==> config.mk <==
export PLATFORM = sky130hd
export DESIGN_NAME = clock_ctrl
export DESIGN_NICKNAME = d
export VERILOG_FILES = /design/src/rtl/clock_ctrl.sv
export SDC_FILE = /design/constraint.sdc
export NUM_CORES = 1
export LEC_CHECK = 0
export ABC_AREA = 0
export ABC_CLOCK_PERIOD_IN_PS = 2500
export CORE_MARGIN = 8
export CORE_UTILIZATION = 30
export CTS_CLUSTER_DIAMETER = 200
export CTS_CLUSTER_SIZE = 25
export DETAILED_ROUTE_END_ITERATION = 8
export PLACE_DENSITY = 0.56
export SLEW_MARGIN = 20
export SYNTH_ARGS = -nofsm -noshare
export SYNTH_HDL_FRONTEND = slang
export SYNTH_SLANG_ARGS = --single-unit
==> constraint.sdc <==
create_clock -name clk -period 2.5 [get_ports clk]
set_clock_uncertainty 0.05 [all_clocks]
set_input_delay 0.375 -clock clk [delete_from_list [all_inputs] [get_ports clk]]
set_output_delay 0.375 -clock clk [all_outputs]
set_load 0.005 [all_outputs]
==> src/rtl/clock_ctrl.sv <==
// Run/halt/single-step controller for the CPU clock generator.
// Gates the generator through active-low ctrlen and counts completed CPU cycles seen on iclk.
module clock_ctrl #(
    parameter int unsigned DEBOUNCE   = 4,
    parameter int unsigned MAX_USTEPS = 8,
    parameter int unsigned CNT_W      = 16
) (
    input  logic             clk,
    input  logic             reset,
    input  logic             iclk,
    input  logic             run_btn,
    input  logic             step_btn,
    input  logic             step_mode,
    input  logic             halt_req,
    input  logic             instr_end,
    output logic             ctrlen,
    output logic             running,
    output logic             halted,
    output logic             step_overrun,
    output logic [CNT_W-1:0] cycle_count
);

    localparam int unsigned DB_W = (DEBOUNCE > 1) ? $clog2(DEBOUNCE) : 1;
    localparam int unsigned ST_W = $clog2(MAX_USTEPS + 1);

    typedef enum logic [1:0] {
        S_HALTED,
        S_RUN,
        S_STEP_CYC,
        S_STEP_INS
    } state_t;

    // Button path: bit 0 = run, bit 1 = step
    logic [1:0]      w_btn_raw;
    logic [1:0]      r_btn_s1;
    logic [1:0]      r_btn_s2;
    logic [1:0]      r_btn_stable;
    logic [1:0]      r_btn_prev;
    logic [DB_W-1:0] r_db_cnt [2];
    logic [1:0]      w_press;

    assign w_btn_raw = {step_btn, run_btn};

    always_ff @(posedge clk) begin
        if (reset) begin
            r_btn_s1     <= '0;
            r_btn_s2     <= '0;
            r_btn_stable <= '0;
            r_btn_prev   <= '1;
            for (int unsigned i = 0; i < 2; i++) begin
                r_db_cnt[i] <= '0;
            end
        end else begin
            r_btn_s1   <= w_btn_raw;
            r_btn_s2   <= r_btn_s1;
            r_btn_prev <= r_btn_stable;
            for (int unsigned i = 0; i < 2; i++) begin
                if (r_btn_s2[i] == r_btn_stable[i]) begin
                    r_db_cnt[i] <= '0;
                end else if (r_db_cnt[i] == DB_W'(DEBOUNCE - 1)) begin
                    r_btn_stable[i] <= r_btn_s2[i];
                    r_db_cnt[i]     <= '0;
                end else begin
                    r_db_cnt[i] <= r_db_cnt[i] + 1'b1;
                end
            end
        end
    end

    assign w_press = r_btn_stable & ~r_btn_prev;

    // iclk path: history is pinned high while gated so no boundary can be seen
    logic r_iclk_s1;
    logic r_iclk_s2;
    logic r_iclk_hist;
    logic r_bnd;
    logic r_ctrlen;

    always_ff @(posedge clk) begin
        if (reset) begin
            r_iclk_s1   <= 1'b0;
            r_iclk_s2   <= 1'b0;
            r_iclk_hist <= 1'b1;
            r_bnd       <= 1'b0;
        end else begin
            r_iclk_s1   <= iclk;
            r_iclk_s2   <= r_iclk_s1;
            r_iclk_hist <= r_ctrlen ? 1'b1 : r_iclk_s2;
            r_bnd       <= r_iclk_s2 & ~r_iclk_hist & ~r_ctrlen;
        end
    end

    // FSM
    state_t          r_state;
    state_t          w_state_next;
    logic [ST_W-1:0] r_ustep;
    logic [ST_W-1:0] w_ustep_next;
    logic            r_ovr;
    logic            w_ovr_next;
    logic            r_running;
    logic            r_halted;
    logic [CNT_W-1:0] r_cnt;

    always_comb begin
        w_state_next = r_state;
        w_ustep_next = r_ustep;
        w_ovr_next   = r_ovr;
        case (r_state)
            S_HALTED: begin
                if (w_press[0]) begin
                    w_state_next = S_RUN;
                end else if (w_press[1]) begin
                    w_state_next = step_mode ? S_STEP_INS : S_STEP_CYC;
                    w_ustep_next = '0;
                    w_ovr_next   = 1'b0;
                end
            end
            S_RUN: begin
                if (w_press[0] || (r_bnd && halt_req)) begin
                    w_state_next = S_HALTED;
                end
            end
            S_STEP_CYC: begin
                if (r_bnd) begin
                    w_state_next = S_HALTED;
                end
            end
            S_STEP_INS: begin
                if (r_bnd) begin
                    w_ustep_next = r_ustep + 1'b1;
                    if (instr_end || halt_req) begin
                        w_state_next = S_HALTED;
                    end else if (r_ustep == ST_W'(MAX_USTEPS - 1)) begin
                        w_state_next = S_HALTED;
                        w_ovr_next   = 1'b1;
                    end
                end
            end
            default: w_state_next = S_HALTED;
        endcase
    end

    always_ff @(posedge clk) begin
        if (reset) begin
            r_state   <= S_HALTED;
            r_ustep   <= '0;
            r_ovr     <= 1'b0;
            r_ctrlen  <= 1'b1;
            r_running <= 1'b0;
            r_halted  <= 1'b1;
            r_cnt     <= '0;
        end else begin
            r_state   <= w_state_next;
            r_ustep   <= w_ustep_next;
            r_ovr     <= w_ovr_next;
            r_ctrlen  <= (w_state_next == S_HALTED);
            r_running <= (w_state_next != S_HALTED);
            r_halted  <= (w_state_next == S_HALTED);
            if (r_bnd) begin
                r_cnt <= r_cnt + 1'b1;
            end
        end
    end

    assign ctrlen       = r_ctrlen;
    assign running      = r_running;
    assign halted       = r_halted;
    assign step_overrun = r_ovr;
    assign cycle_count  = r_cnt;

endmodule

# ---- Word-level counts from Yosys, hierarchy flattened
# Memories as Yosys holds them, arrays and structs flattened.
# Cells that the tools add are included.
dict set report classes {
  n_div 0
  n_shift 0
  bitwise 14
  n_reduce_logical 12
  n_eq_ne 13
  mul 0
  n_mux 49
  order_cmp 0
  add_sub_neg 4
}
# op count
set op_table {}
lappend op_table {{$mux 1} 30}
lappend op_table {{$mux 2} 13}
lappend op_table {{$add 16x1->16 const B} 1}
lappend op_table {{$mux 4} 3}
lappend op_table {{$ne 2x2->1 const B} 5}
lappend op_table {{$eq 2x2->1 const B} 4}
lappend op_table {{$pmux 2 s4} 1}
lappend op_table {{$pmux 4 s2} 1}
lappend op_table {{$or 1x1->1} 6}
lappend op_table {{$reduce_and 6->1} 1}
lappend op_table {{$add 2x1->2 const B} 2}
lappend op_table {{$add 4x1->4 const B} 1}
lappend op_table {{$eq 4x3->1 const B} 1}
lappend op_table {{$logic_not 2->1} 2}
lappend op_table {{$not 1->1} 4}
lappend op_table {{$reduce_and 2->1} 2}
lappend op_table {{$reduce_and 4->1} 1}
lappend op_table {{$reduce_bool 2->1} 2}
lappend op_table {{$and 1x1->1} 2}
lappend op_table {{$and 2x2->2} 1}
lappend op_table {{$eq 1x1->1} 2}
lappend op_table {{$eq 2x1->1 const B} 1}
lappend op_table {{$logic_or 1x1->1} 2}
lappend op_table {{$not 2->2} 1}
lappend op_table {{other kinds (3)} 3}
dict set report totals {
  regBits 37
  rom_bits 0
  input_bits 8
  latch_bits 0
  ramBits 4
  n_memories 1
}
# name depth word_bits read_ports rd_clocked_by_memory_dff wr line_no
set memory_table {}
lappend memory_table {r_db_cnt 2 2 2 0 2 39} ;# logic [DB_W-1:0] r_db_cnt [2];

# ---- Longest topological paths before layout
dict set report logic_depth {
  ltp_word 7
  depth_mapped 5
  depth_no_buf 5
}

# ---- Least setup slack after synthesis
# No wires, ideal clock.
dict set report synth_path {
  path_kind {reg-to-reg}
  from {register r_cnt[3] (netlist: cycle_count[3])}
  to {register r_cnt[15] (netlist: cycle_count[15])}
  period_less_slack_ns 1.727
  arrival_time_ns 1.607
  path_slack_ns 0.773
  stages_incl_launch_ff 5
  path_buffers 0
  setup_ns 0.071
  t_required_ns 2.379
  cell_sequence {dfxtp_1 -> nand4_2 -> or4_4 -> or3_1 -> a21oi_1}
}
dict set report synth_via {
  elab_chain_cells 1
}
# element line_no
set synth_rtl {}
lappend synth_rtl {{start: declaration} 102} ;# logic [CNT_W-1:0] r_cnt;
lappend synth_rtl {{start signal: assignment} 160} ;# r_cnt <= r_cnt + 1'b1;
lappend synth_rtl {{$add 16x1->16} 160}
# Every way passes these cells.
# A chain may end at the register's enable or synchronous reset.

# ---- Worst setup path in the final report
# Ends and elaborated chain as after synthesis.

==> impl_metrics.ini <==
[power_and_ir_drop]
power-per-cell-area_mw_per_mm2 = 591
power_w = 0.00126
p_leak_nw = 0.779
vdd_drop_max_v = 0.000267

[logic_synthesis]
synth_flop_cell = dfxtp_1
synth_edf_count = 4
syn_area_sq_mm = 0.00164
syn_avg_cell_area_sq_um = 9.90
ys_seq_elements = 41
synthArstFlopShare_pct = 0
ys_seq_area_share_pct = 52.4
ys_types = 37
ys_warn_count = 0
synth_cells = 166

[worst_hold_path]
hp-class = flop to flop

[timing]
finalSetupTns_ns = 0
period_share_pct = 72.9
finalMaxSlewViolations = 0
setup-violations-final = 0
fmax_mhz = 549
report.final.hold_viol_count = 0
finalCriticalPeriod_ns = 1.82
rsz0062_at_grt = no

[global_route]
grt_pass1_vias = 1280
antenna_found_initial = 0
grt_pass1_wl_um = 5600
grt_start_max_net_pins = 22
grt.total_usage_pct = 8.27
gr-total-overflow = 0

[floorplan]
dieArea_sq_mm = 0.00811
ioPinCount = 28
chipWidth_um = 90.0
initial_core_util_pct = 30.4
rows = 27
coreArea_sq_mm = 0.00541
die_h_um = 90.0

[critical_path]
crit_type = flop to flop
critPathArrivalTime_ns = 1.99
startpoint_type = flop
worstPathMaxFanout = 7
critPathRequiredTime_ns = 2.67
cp-end-kind = flop

[layout]
drive_gt1_share_pct = 7.46
num-nets-final = 212
syn2layout_area_growth_pct = 29.5
num_antenna_cells = 0
fillCellCount = 553

[route]
drtIter0Drc = 20
ant_nets = 0
via_per_inst = 4.53
wirelength_um = 3090
vias = 1236
first_pass_iters = 4
drt-wirelength-per-cell_um = 11.3
post-route-drc-count = 0

[clocking]
cts_buffer_depth = 2
clk_latency_ns = 0.28
cts_tree = done
ctsHoldBuffers = 0
cts-buffers-inserted = 5
cts_root_buf = clkbuf_8
path_clk_slew_ns = 0.08
htree_levels = 2
cts_setup_buffers = 0
cts_resized = 0
clkSinkCount = 41

[place]
dp_hpwl_um = 2260
portBuffers = 27
routabilityCongestion = 0.761

[flow_run]
max_cap_viol_count = 0

[status]
status = complete, no violations
-- synthesized netlist by cell type, types with 2 or more instances --
cell type	count	area share, %
dfxtp_1	37	45
nor4b_1	3	1.6
clkbuf_1	4	0.91
nor2b_1	7	2.7
xnor2_1	8	4.3
and4_1	2	1.1
or3_1	6	2.3
nand2_1	6	1.4
inv_1	5	1.1
nor4_1	3	1.1
xor2_1	8	4.3
nor2_1	22	5.0
nand3_1	4	1.2
mux2i_1	4	2.4
ha_1	4	3.0
a21oi_1	6	1.8
edfxtp_1	4	7.3
nand4_1	7	2.7
or2_2	3	1.1
o21ai_0	4	1.2
and3_1	2	0.76
nor3_1	2	0.61
-- registers in the layout, indices dropped and copies added, names as in the netlist --
name,cells
r_db_cnt,4
r_ustep,4
r_bnd,1
r_iclk_s2,1
r_btn_s2,2
step_overrun,1
r_iclk_s1,1
cycle_count,16
r_btn_s1,2
halted,1
r_btn_prev,2
r_state,2
running,1
r_iclk_hist,1
r_btn_stable,2
-- metrics by stage --
| stage | area [sq um] | std cells | worst slack [ns] | util [%] | hold WS, ns |
|---|---|---|---|---|---|
| after CTS | 2130 | 273 | 0.659 | 39.4 | 0.348 |
| after detailed placement | 2010 | 265 | 0.676 | 37.2 | 0.336 |
| after floorplan | 1660 | 169 | 0.773 | - | 0.324 |
| final | 2130 | 273 | 0.678 | 39.4 | 0.342 |
| after global placement | 2010 | 265 | 0.712 | 37.2 | 0.344 |
| after global routing | 2130 | 273 | 0.581 | 39.4 | 0.370 |
-- final cells by class --
| type | instances | area, sq um | area share [%] |
|---|---|---|---|
| clock buffer | 7 | 86.3 | 4.06 |
| clock inverter | 1 | 30.0 | 1.41 |
| inverter | 5 | 18.8 | 0.882 |
| multi-input combinational | 117 | 749 | 35.2 |
| sequential | 41 | 861 | 40.4 |
| tap | 72 | 90.1 | 4.23 |
| timing repair buffer | 30 | 293 | 13.8 |
-- worst max-delay path, cell delays in order (launching register included) --
cell and delay (ns):
dfxtp_1 0.45, nand4_2 0.19, or4_4 0.58, or3_1 0.35
a21oi_1 0.13
-- worst paths after layout --
| kind | startpoint | end | slack [ns] | cells after the start |
|---|---|---|---|---|
| setup / recovery | cycle_count[3] | cycle_count[15] | 0.68 | 4 |
| hold / removal | r_iclk_hist | r_bnd | 0.34 | 1 |
| hold reg to reg | r_iclk_hist | r_bnd | 0.34 | 1 |
| setup reg to reg | cycle_count[3] | cycle_count[15] | 0.68 | 4 |
-- cells in the final DEF, fill, tap and decap left out, types with 2 or more instances in the layout --
| cell type | n |
|---|---|
| dfxtp_1 | 37 |
| clkdlybuf4s50_1 | 27 |
| nor2_1 | 22 |
| xnor2_1 | 8 |
| xor2_1 | 8 |
| nor2b_1 | 7 |
| nand4_1 | 7 |
| nand2_1 | 6 |
| or3_1 | 6 |
| a21oi_1 | 6 |
| clkbuf_8 | 6 |
| inv_1 | 5 |
| nand3_1 | 4 |
| o21ai_0 | 4 |
| mux2i_1 | 4 |
| ha_1 | 4 |
| edfxtp_1 | 4 |
| conb_1 | 4 |
| nor4_1 | 3 |
| or2_2 | 3 |
| nor4b_1 | 3 |
| buf_4 | 3 |
| and3_1 | 2 |
| nor3_1 | 2 |
| and4_1 | 2 |
-- power by group --
part,internal [W],total (W),switching [W],leakage [nW]
sequential,0.000674,0.000678,0.00000472,0.341
combinational,0.0000223,0.0000403,0.0000180,0.379
clock,0.000325,0.000538,0.000213,0.0585
-- logic make-up (layout without fill, tap and decap cells) --
kind of cell,after synthesis,count (layout),synth area share (%)
AOI/OAI and AO/OA,15,15,5.48
xor gates and xnor gates,16,16,8.52
adders and majority gates,4,4,3.04
buffers and inverters,11,43,2.74
DFF,41,41,52.4
muxes,4,4,2.44
other,1,4,0.228
and+or+nand+nor,74,74,25.2
-- metal layers --
layer / GRT usage [%] / wire [um] / up-vias
li1: - / - / 636
met1: 9.63 / 1550 / 566
met2: 12.8 / 1280 / 29
met3: 4.16 / 215 / 5
met4: 2.91 / 40 / 0
met5: 0 / 0 / -
Note: power is estimated with default switching activity, not from simulation.
